**src/rtl/write_controller.sv**
```systemverilog
`default_nettype none
// ============================================================================
// Module   : write_controller
// Brief    : Packs three UART bytes into a 24-bit pixel and writes it to
//            pixel memory at a wrapping address.
// Revision : 1.0 - initial release
// ============================================================================
module write_controller #(
    parameter int NUM_PIXELS = 199692
) (
    input  logic        clk,
    input  logic        rst,
    input  logic [7:0]  byte_received,
    input  logic        rx_data_ready,
    output logic        en,
    output logic        we,
    output logic [17:0] addr,
    output logic [23:0] din,
    output logic [2:0]  status,
    output logic [2:0]  status_next,
    output logic [23:0] array,
    output logic [1:0]  byte_counter
);

    localparam logic [2:0]  c_IDLE      = 3'd0;
    localparam logic [2:0]  c_WRITE     = 3'd1;
    localparam logic [2:0]  c_NEXT_ADDR = 3'd2;
    localparam logic [17:0] c_LAST_ADDR = 18'(NUM_PIXELS - 1);

    logic [2:0]  r_status;
    logic [17:0] r_addr;
    logic [23:0] r_array;
    logic [1:0]  r_byte_counter;

    logic [2:0]  w_status_next;
    logic        w_capture;
    logic        w_last_byte;

    // Strobes outside IDLE are dropped: the pixel is already committed.
    assign w_capture   = (r_status == c_IDLE) && rx_data_ready;
    assign w_last_byte = (r_byte_counter == 2'd2);

    always_comb begin
        w_status_next = c_IDLE;
        if (!rst) begin
            case (r_status)
                c_IDLE:      w_status_next = (w_capture && w_last_byte) ? c_WRITE : c_IDLE;
                c_WRITE:     w_status_next = c_NEXT_ADDR;
                c_NEXT_ADDR: w_status_next = c_IDLE;
                default:     w_status_next = c_IDLE;
            endcase
        end
    end

    always_ff @(posedge clk or posedge rst) begin
        if (rst) begin
            r_status       <= c_IDLE;
            r_addr         <= 18'd0;
            r_array        <= 24'd0;
            r_byte_counter <= 2'd0;
        end else begin
            r_status <= w_status_next;

            if (w_capture) begin
                r_array        <= {r_array[15:0], byte_received};
                r_byte_counter <= w_last_byte ? 2'd0 : r_byte_counter + 2'd1;
            end

            if (r_status == c_NEXT_ADDR) begin
                r_addr <= (r_addr == c_LAST_ADDR) ? 18'd0 : r_addr + 18'd1;
            end
        end
    end

    // Moore outputs: the write strobe depends on the state register alone.
    assign en           = (r_status == c_WRITE);
    assign we           = en;
    assign addr         = r_addr;
    assign array        = r_array;
    assign din          = r_array;
    assign status       = r_status;
    assign status_next  = w_status_next;
    assign byte_counter = r_byte_counter;

endmodule
`default_nettype wire

```
**config.mk**
```make
export PLATFORM = sky130hd
export DESIGN_NAME = write_controller
export DESIGN_NICKNAME = d
export VERILOG_FILES = /design/src/rtl/write_controller.sv
export SDC_FILE = /design/constraint.sdc
export NUM_CORES = 1
export LEC_CHECK = 0
export CORE_MARGIN = 8
export CORE_UTILIZATION = 39
export DETAILED_ROUTE_END_ITERATION = 8
export PLACE_DENSITY = 0.73
export SETUP_SLACK_MARGIN = 0.1
export SKIP_CTS_REPAIR_TIMING = 1
export SYNTH_ARGS = -nofsm -noshare
export SYNTH_HDL_FRONTEND = slang
export SYNTH_SLANG_ARGS = --single-unit
```
**constraint.sdc**
```tcl
create_clock -name clk -period 1.93 [get_ports clk]
set_input_delay 0.386 -clock clk [delete_from_list [all_inputs] [get_ports clk]]
set_output_delay 0.386 -clock clk [all_outputs]
set_load 0.005 [all_outputs]
```
==> impl_metrics.tcl <==
set metrics [dict create \
    syn_avg_cell_area_sq_um 9.670 \
    grt-ovfl-total 0 \
    nNetsFinal 311 \
    antenna_found_initial 0 \
    path_clk_slew_ns 0.08 \
    routedWlPerCell_um 13.95 \
    ys_top_cells_by_area "dfrtp_1 (51%), nand2_1 (13%), buf_4 (9.0%)" \
    yosysSeqAreaShare 0.5131 \
    crit_buf_inv 1 \
    ys_types 34 \
    grt_pass1_wl_mm 8.749 \
    hp-class "flip-flop to flip-flop" \
    synth_top_area_frac 0.5131 \
    cts_tree "yes" \
    synth_cells 232 \
    critical_path.endpoint_type "primary output" \
    yosys_warnings 0 \
    num_vias 1751 \
    insertedDiodeCount 0 \
    fin_ws_ns 0.1846 \
    grt_setup_unrepaired "no" \
    num_rows 27 \
    critPathRequiredTime_ns 1.54 \
    maxCapViolCount 0 \
    worst_pin_slew_ns 0.5611 \
    wirelength_met1_mm 2.181 \
    first_global_vias 1872 \
    ys_ff_latch 46 \
    max-slew-margin-rel 0.6259 \
    antenna_left 0 \
    status "finished clean" \
    die_area_sq_um 8436 \
    start_util 0.4049 \
    power_leakage_nw 1.544 \
    vias_per_cell 4.720 \
    io_pins 87 \
    post-route-period-util 0.9043 \
    synth_most_common_cell "nand2_1" \
    crit_fanout 6 \
    grt_max_degree 47 \
    place_ws_ns -0.2176 \
    timing.fmax_mhz 572.9 \
    cts_made_buffers 5 \
    drv_slew 0 \
    drt_iter0_markers 26 \
    clockBufferDepth 2 \
    cts.sinks 46 \
    top_layer_used "met4" \
    root_buffer "clkbuf_8" \
    cp_slowest_cell "clkdlybuf4s50_1" \
    p_per_area_nw_per_um2 912.0 \
    port_buffers 84 \
    yosysTopAreaCell "dfrtp_1" \
    gp_congestion 0.7650 \
    wl_met3_um 423 \
    groute.usage.overall 0.1266 \
    die_w_um 91.85 \
    route.detailed.drc 0 \
    drive_above_1_share 0.09699 \
    finalSetupViolations 0 \
    yosys-top-cells-count "nand2_1 (78), dfrtp_1 (46), buf_4 (27)" \
    hold_viol 0 \
    h-tree-depth 2 \
    clk_latency_ns 0.29 \
    met2_length_mm 2.491 \
    crit_chain "clkdlybuf4s50_1" \
    worstPathArrival_ns 1.36 \
    design.core.area_sq_um 5540 \
    netlist_area_sq_um 2243 \
    max_stage_delay_ns 0.57 \
    fin_area_sq_um 3126 \
    synth_ff_type "dfrtp_1" \
    fin_tns_setup_ns 0 \
    drt-total-wl_mm 5.176 \
    min_period_ns 1.745 \
    fin_worst_skew_ns 0.002639 \
    hpwl_mm 3.910 \
    critPathKind "flip-flop to primary output" \
    synth-edff-count 0 \
    crit_path_start_kind "flip-flop" \
    dpl-instance-area_sq_um 3012 \
    async_reset_ff_frac 1.000 \
    path_delay_family "buffers and inverters" \
    first_pass_iters 4 \
    syn_to_final_growth_pct 39.32 \
    ir_drop_mv 0.4307 \
    fp.dieH_um 91.85 \
]
[worst paths after layout]
kind                       cells after the start                   from               endpoint  slack [ns]
max in group asynchronous                      3                    rst    addr[7]$_DFFE_PP0N_        0.89
max reg2reg                                    4   addr[15]$_DFFE_PP0N_    addr[1]$_DFFE_PP0N_        0.41
max                                            1    addr[5]$_DFFE_PP0N_                addr[5]        0.18
min reg2reg                                    2  array[20]$_DFFE_PP0N_  array[20]$_DFFE_PP0N_        0.50
min                                            2  array[20]$_DFFE_PP0N_  array[20]$_DFFE_PP0N_        0.50
min in group asynchronous                      3                    rst    status[0]$_DFF_PP0_        0.67
[state kept, by name, indices dropped and copies added (netlist names)]
name          flops
status            2
array            24
byte_counter      2
addr             18
[power breakdown]
group | total (mW) | internal, mW | leakage, nW | switching, mW
registers | 1.30 | 1.13 | 0.602 | 0.171
clock network | 0.599 | 0.288 | 0.0472 | 0.311
logic | 0.953 | 0.616 | 0.895 | 0.337
[placed cells by master (no fill, tap or decap), types with 3 or more instances in the layout]
cell type        synthesis  routed
and3_1                   3       3
nor4_2                   3       4
buf_4                   27       5
nand2_1                 78      78
nor2_1                   9       9
xor2_1                   5       5
xnor2_1                 10      10
inv_1                    5       4
and2_1                   3       3
dfrtp_1                 46      46
dlymetal6s2s_1           0       4
clkdlybuf4s50_1          0      80
clkbuf_8                 0       6
nand4_1                  6       6
nand3_1                  6       6
[metal layers]
metal / up-vias / GRT usage
met4: 0 / 0.05101
met2: 66 / 0.2092
met5: - / 0
li1: 845 / -
met3: 8 / 0.04564
met1: 832 / 0.1456
[logic make-up after synthesis]
family | share of synthesized area
AND/OR/NAND/NOR | 0.2833
flip-flops | 0.5131
buffers and inverters | 0.1099
XOR/XNOR | 0.05856
AO/OA/AOI/OAI | 0.01785
adder cells (fa/ha/maj) | 0.01115
other | 0.001672
multiplexers | 0.004462
[cell type report]
class | count | area (sq um)
fill | 507 | 2415
sequential | 46 | 1151
timing repair buffer | 90 | 908.4
multi-input combinational | 150 | 858.3
tap | 72 | 90.09
clock buffer | 6 | 82.58
inverter | 5 | 22.52
clock inverter | 2 | 12.51
[metrics by stage]
| step | total power [mW] | cells | hold slack, ns | util |
|---|---|---|---|---|
| floorplan | 1.734 | 233 | 0.4056 | - |
| global placement | 2.269 | 363 | 0.4874 | 0.5436 |
| detailed placement | 2.292 | 363 | 0.4963 | 0.5436 |
| CTS | 2.903 | 371 | 0.5174 | 0.5608 |
| global route | 3.051 | 371 | 0.5439 | 0.5641 |
| finish | 2.850 | 371 | 0.5033 | 0.5641 |
Power figures use the tool's default switching activity.
